==> config.mk <==
export PLATFORM = sky130hd
export DESIGN_NAME = heart_seq_ctrl
export DESIGN_NICKNAME = d
export VERILOG_FILES = /design/src/rtl/heart_pkg.sv /design/src/rtl/heart_frame_timer.sv /design/src/rtl/heart_seq_ctrl.sv
export SDC_FILE = /design/constraint.sdc
export NUM_CORES = 1
export LEC_CHECK = 0
export CAP_MARGIN = 20
export CORE_AREA = 5 5 87 89
export CTS_CLUSTER_DIAMETER = 60
export DETAILED_ROUTE_END_ITERATION = 8
export DIE_AREA = 0 0 92 94
export GPL_TIMING_DRIVEN = 1
export PLACE_DENSITY_LB_ADDON = 0.15
export SYNTH_ARGS = -nofsm -noshare
export SYNTH_HDL_FRONTEND = slang
export SYNTH_SLANG_ARGS = --single-unit
==> constraint.sdc <==
create_clock -name clk -period 4.8 [get_ports clk]
set_input_delay 0.96 -clock clk [delete_from_list [all_inputs] [get_ports clk]]
set_output_delay 0.96 -clock clk [all_outputs]
set_load 0.01 [all_outputs]
==> src/rtl/heart_pkg.sv <==
// Shared encodings for the LED heart sequencer.
//   mode_e  : pattern selection as seen on the mode input
//   state_e : sequencer FSM state encoding
//   N_LED_DEF / CNT_W_DEF / REPS_W : default sizes
package heart_pkg;

   localparam int unsigned N_LED_DEF = 12;
   localparam int unsigned CNT_W_DEF = 8;
   localparam int unsigned REPS_W    = 4;

   typedef enum logic [1:0] {
      MODE_FILL  = 2'd0,
      MODE_CHASE = 2'd1,
      MODE_BLINK = 2'd2,
      MODE_SOLID = 2'd3
   } mode_e;

   typedef enum logic [1:0] {
      ST_IDLE   = 2'd0,
      ST_RUN    = 2'd1,
      ST_FINISH = 2'd2
   } state_e;

endpackage

==> src/rtl/heart_frame_timer.sv <==
// Frame-period counter. Counts 0..P-1 (P = max(period,1)) while en is high
// and pulses tick on the last cycle of each frame.
//   clk, reset (sync, active-low), en (advance), clr (restart at 0),
//   period (cycles per frame), tick (last cycle of frame, gated by en)
module heart_frame_timer #(
   parameter int unsigned CNT_W = 8
) (
   input  logic             clk,
   input  logic             reset,
   input  logic             en,
   input  logic             clr,
   input  logic [CNT_W-1:0] period,
   output logic             tick
);

   logic [CNT_W-1:0] count_q;
   logic [CNT_W-1:0] last_c;

   // period 0 behaves like period 1, so the last count is 0 in both cases
   assign last_c = (period == '0) ? '0 : period - CNT_W'(1);
   assign tick   = en && (count_q == last_c);

   always_ff @(posedge clk) begin
      if (!reset) begin
         count_q <= '0;
      end else if (clr) begin
         count_q <= '0;
      end else if (en) begin
         count_q <= tick ? '0 : count_q + CNT_W'(1);
      end
   end

endmodule

==> src/rtl/heart_seq_ctrl.sv <==
// LED heart sequencer: plays FILL / CHASE / BLINK / SOLID patterns on led,
// one step per frame, for reps loops (0 = until stop).
//   clk, reset (sync, active-low)
//   start / stop : single-cycle requests; pause : level, freezes frame timing
//   mode, period, reps : configuration latched on an accepted start
//   led : registered pattern drive; busy : in RUN
//   frame_tick : last cycle of each frame; done : one-cycle completion pulse
module heart_seq_ctrl
   import heart_pkg::*;
#(
   parameter int unsigned N_LED = N_LED_DEF,
   parameter int unsigned CNT_W = CNT_W_DEF
) (
   input  logic              clk,
   input  logic              reset,
   input  logic              start,
   input  logic              stop,
   input  logic              pause,
   input  logic [1:0]        mode,
   input  logic [CNT_W-1:0]  period,
   input  logic [REPS_W-1:0] reps,
   output logic [N_LED-1:0]  led,
   output logic              busy,
   output logic              frame_tick,
   output logic              done
);

   localparam int unsigned STEP_W = (N_LED > 2) ? $clog2(N_LED) : 1;
   localparam logic [REPS_W-1:0] LOOP_MAX = '1;

   state_e              state_q, state_n;
   mode_e               mode_q, mode_n;
   logic [CNT_W-1:0]    period_q, period_n;
   logic [REPS_W-1:0]   reps_q, reps_n;
   logic [STEP_W-1:0]   step_q, step_n;
   logic [REPS_W-1:0]   loop_q, loop_n;
   logic [N_LED-1:0]    led_n;
   logic                busy_n, done_n;
   logic                timer_en_c, timer_clr_c, tick_c;
   logic [REPS_W-1:0]   loop_inc_c;

   // LED image for step k of pattern m
   function automatic logic [N_LED-1:0] pattern(mode_e m, logic [STEP_W-1:0] k);
      logic [N_LED-1:0] p;
      p = '0;
      case (m)
         MODE_FILL:  for (int i = 0; i < int'(N_LED); i++) p[i] = (i <= int'(k));
         MODE_CHASE: for (int i = 0; i < int'(N_LED); i++) p[i] = (i == int'(k));
         MODE_BLINK: p = (k == '0) ? '1 : '0;
         default:    p = '1;
      endcase
      return p;
   endfunction

   // index of the final step of one loop for pattern m
   function automatic logic [STEP_W-1:0] last_step(mode_e m);
      case (m)
         MODE_FILL, MODE_CHASE: return STEP_W'(N_LED - 1);
         MODE_BLINK:            return STEP_W'(1);
         default:               return '0;
      endcase
   endfunction

   assign timer_en_c = (state_q == ST_RUN) && !pause;
   assign loop_inc_c = (loop_q == LOOP_MAX) ? LOOP_MAX : loop_q + REPS_W'(1);
   assign frame_tick = tick_c;

   heart_frame_timer #(.CNT_W(CNT_W)) u_timer (
      .clk    (clk),
      .reset  (reset),
      .en     (timer_en_c),
      .clr    (timer_clr_c),
      .period (period_q),
      .tick   (tick_c)
   );

   // Next-state and next-output logic
   always_comb begin
      state_n     = state_q;
      mode_n      = mode_q;
      period_n    = period_q;
      reps_n      = reps_q;
      step_n      = step_q;
      loop_n      = loop_q;
      led_n       = led;
      timer_clr_c = 1'b0;

      case (state_q)
         ST_IDLE: begin
            if (start && !stop) begin
               state_n     = ST_RUN;
               mode_n      = mode_e'(mode);
               period_n    = period;
               reps_n      = reps;
               step_n      = '0;
               loop_n      = '0;
               led_n       = pattern(mode_e'(mode), '0);
               timer_clr_c = 1'b1;
            end
         end
         ST_RUN: begin
            // stop takes priority over any frame boundary in the same cycle
            if (stop) begin
               state_n     = ST_IDLE;
               led_n       = '0;
               timer_clr_c = 1'b1;
            end else if (tick_c) begin
               if (step_q == last_step(mode_q)) begin
                  step_n = '0;
                  loop_n = loop_inc_c;
                  if (reps_q != '0 && loop_inc_c == reps_q) begin
                     state_n = ST_FINISH;
                     led_n   = '0;
                  end else begin
                     led_n = pattern(mode_q, '0);
                  end
               end else begin
                  step_n = step_q + STEP_W'(1);
                  led_n  = pattern(mode_q, step_q + STEP_W'(1));
               end
            end
         end
         ST_FINISH: begin
            state_n = ST_IDLE;
         end
         default: begin
            state_n = ST_IDLE;
            led_n   = '0;
         end
      endcase

      busy_n = (state_n == ST_RUN);
      done_n = (state_n == ST_FINISH);
   end

   // State and output registers
   always_ff @(posedge clk) begin
      if (!reset) begin
         state_q  <= ST_IDLE;
         mode_q   <= MODE_FILL;
         period_q <= '0;
         reps_q   <= '0;
         step_q   <= '0;
         loop_q   <= '0;
         led      <= '0;
         busy     <= 1'b0;
         done     <= 1'b0;
      end else begin
         state_q  <= state_n;
         mode_q   <= mode_n;
         period_q <= period_n;
         reps_q   <= reps_n;
         step_q   <= step_n;
         loop_q   <= loop_n;
         led      <= led_n;
         busy     <= busy_n;
         done     <= done_n;
      end
   end

endmodule

==> reports/summary.md <==
The number of flops mapped to enable cells by yosys was 0; the latest clock arrival within the worst-skew pair was 0.31 ns. The highest clock frequency the design can meet was 216 MHz. The post-detailed-routing wire length is 8050 um, and the number of buffers on the longest clock path is 2. The startpoint type of the worst setup path was a primary input.

The type of the worst setup path is in -> out. After clock tree synthesis, the clock-pin slew on the worst setup and hold paths is 0.10 ns. In the final layout, the multi-input gates occupy 2080 sq um. Entering global routing, the biggest net connects 24 pins.

The logs give 0 for the total count of max-transition violations in the final report and 175 uV for the peak supply drop. In this run the tool buffered the top-level ports with 33 buffer cells. The final clock period utilization by the worst path works out to 96.2%. The tools report the sum of negative setup slack as 0 ns. In this run the static leakage power is 1.29 nW. From left edge to right edge, the die measures 92 um. The remaining antenna violation count was 0. The worst setup path is captured at a primary output.

Register bit total from synthesis: 46. In this run the power density over the cells is 248 nW/um^2. The design draws 913 uW. The tools report the root cell of the clock tree as clkbuf_8.

The number of fillers in the final layout was 626; the total area of sequential cells was 921 sq um. Setup violations remaining at the end of the flow were counted as 0. The run finished with clean final reports. For the worst setup path, the data arrival time is 3.66 ns.

The number of antenna violations at the first check in global routing was 0. The clock tree synthesis step divided the H-tree into 2 levels. Sequential cells were found to cover 28.7% of the synthesized design area. The area enclosed by the die boundary is 8650 sq um, and the final design utilization is 55.0%. The net count reported at finish is 448.

From synthesis to final layout, the design area changed by 14.5%. The floorplan has 30 rows. The clock arrives with 0.0112 ns of skew. In this run the worst hold path is classified as reg -> reg. The HPWL after detailed placement is 5920 um.

In the global route stage, overall resource usage came out at 19.0%. After floorplanning, the core was sized to cover 6680 sq um. The initial utilization of the core area, before any placement, comes to 48.1%. In this run the vertical extent of the chip is 94 um.

The run gives 2825 as the via count of the first global-routing pass. The run gives 0 as the number of hold violations in the final report. The tools report the number of distinct standard cells referenced by the synthesized netlist as 64. For this run, design rule violations remaining after detail routing come to 0.

The most used flip-flop cell after synthesis is dfxtp_1. The number of maximum-capacitance violations is 0, and the share of flip-flops with an asynchronous set or reset after synthesis is 0%. The average cell area after synthesis is 7.89 sq um, and the buffers inserted during post-CTS setup optimization is 0. In this run the tightest slew margin relative to its limit is 40.3%. The clock drives 46 sinks. TritonCTS built the clock tree.

The first global-routing pass estimated 13600 um of wire. 0 antenna diodes ended up in the layout. After synthesis the cells add up to 3210 sq um.

After layout, the worst setup slack is 0.180 ns. The worst path in the final design needs a cycle of 4.62 ns, including I/O delays and setup. Summed over all layers, the global routing overflow is 0. The worst-path maximum fanout was 3. In the final routed layout, each cell accounts on average for 16.0 um. Timing analysis after detailed placement gives a worst setup slack of 0.196 ns. Routability-driven placement finished with a final weighted congestion of 0.845. The number of nets in the synthesized netlist is 434. In the routed layout, each cell is associated on average with a via count of 6.17. The share of final-layout standard cells stronger than drive strength 1 works out to 9.00%. Setup repair after global routing left no endpoint under its margin.

Yosys printed 0 warnings. STA puts the critical path data required time at 3.84 ns. The boundary pin count was 34. The number of instances in the synthesized netlist was 407; the post-cts resize count was 0. The final route contains 3097 vias.

The tools report the TritonCTS buffer count as 5. The violation count after the first detailed-routing iteration is 140, and the slew at the pin closest to its max-slew limit is 0.896 ns. The count of hold buffers inserted by post-cts repair was 0; the detailed-router iteration count before antenna repair was 4. The worst hold margin was 0.492 ns.
logic make-up (layout without fill, tap and decap cells):
group                      after synthesis  in the layout  share of synthesized area, %
muxes                                    6              6                          1.91
DFF                                     46             46                          28.7
AOI/OAI and AO/OA                      118            118                          28.2
buffers and inverters                   47             62                          6.66
adders and majority gates                8              8                          3.12
and+or+nand+nor                        166            166                          27.0
xor gates and xnor gates                16             16                          4.36
sequential cells by signal, summed over array words and instances, names as in the netlist:
register,flops
state_q,2
done,1
period_q,8
loop_q,4
u_timer.count_q,8
reps_q,4
busy,1
led,12
mode_q,2
step_q,4
cells in the final DEF (no fill, tap or decap), drive strengths merged, types with 5 or more instances in the layout:
cell type / netlist / layout
a211oi: 12 / 12
a21oi: 31 / 31
a311oi: 12 / 12
a31oi: 8 / 8
and3: 8 / 8
buf: 11 / 7
clkbuf: 22 / 5
clkdlybuf4s50: 0 / 33
dfxtp: 46 / 46
ha: 8 / 8
inv: 14 / 15
mux2i: 5 / 5
nand2: 58 / 58
nand2b: 9 / 9
nand3: 17 / 17
nand4: 5 / 5
nor2: 19 / 19
nor3: 13 / 13
nor4: 5 / 5
o211ai: 8 / 8
o21ai: 9 / 9
xnor2: 9 / 9
xor2: 7 / 7
metal layers:
| metal | GRT usage, % | up-vias | wire length, um |
|---|---|---|---|
| li1 | - | 1544 | - |
| met1 | 23.5 | 1485 | 3610 |
| met2 | 34.2 | 58 | 4050 |
| met3 | 2.48 | 10 | 249 |
| met4 | 5.94 | 0 | 145 |
| met5 | 0 | - | 0 |
per-stage QoR:
stage / std cells / area, sq um
floorplan: 407 / 3210
global placement: 493 / 3530
detailed placement: 494 / 3560
CTS: 502 / 3680
global route: 502 / 3680
finish: 502 / 3680
worst max-delay path: stages:
cell and delay, ns:
clkdlybuf4s50_1 0.41, or3b_1 0.37, a221o_1 0.29, or4_1 0.52, or4_4 0.51, inv_1 0.07, clkdlybuf4s50_1 0.53
worst paths after layout:
path | startpoint | endpoint | slack [ns] | cells past startpoint
worst max-delay path | pause | frame_tick | 0.18 | 7
worst min-delay path | led[0]$_SDFFE_PN0P_ | led[0]$_SDFFE_PN0P_ | 0.49 | 2
worst min register to register | led[0]$_SDFFE_PN0P_ | led[0]$_SDFFE_PN0P_ | 0.49 | 2
worst max register to register | period_q[0]$_SDFFE_PN0P_ | loop_q[0]$_SDFFE_PN0P_ | 1.54 | 9
cell type report:
| cell class | instances | area share [%] |
|---|---|---|
| timing repair buffer | 40 | 11.0 |
| tap | 80 | 2.72 |
| clock inverter | 3 | 1.33 |
| inverter | 14 | 1.43 |
| clock buffer | 5 | 1.87 |
| multi-input combinational | 314 | 56.7 |
| sequential | 46 | 25.0 |
cell usage after synthesis, types with 5 or more instances:
library cell	n	area, sq um
nand4_1	5	31.3
clkbuf_1	22	82.6
buf_2	6	30.0
a21oi_1	31	155
o211ai_1	8	60.1
nand2b_1	9	56.3
ha_1	8	100
xor2_1	7	61.3
a31oi_1	8	50.1
xnor2_1	9	78.8
o21ai_0	9	45.0
a311oi_2	9	135
nor3_1	13	65.1
nand2_1	58	218
nor2_1	19	71.3
mux2i_1	5	50.1
and3_1	8	50.1
inv_1	14	52.6
nand3_1	17	85.1
a211oi_1	12	90.1
dfxtp_1	46	921
power breakdown:
group          switching [mW]  leakage, nW  internal (mW)
clock                   0.149       0.0563          0.159
combinational           0.101        0.856         0.0863
sequential             0.0203        0.375          0.398
total                   0.270         1.29          0.643
Note: power is estimated with default switching activity, not from simulation.
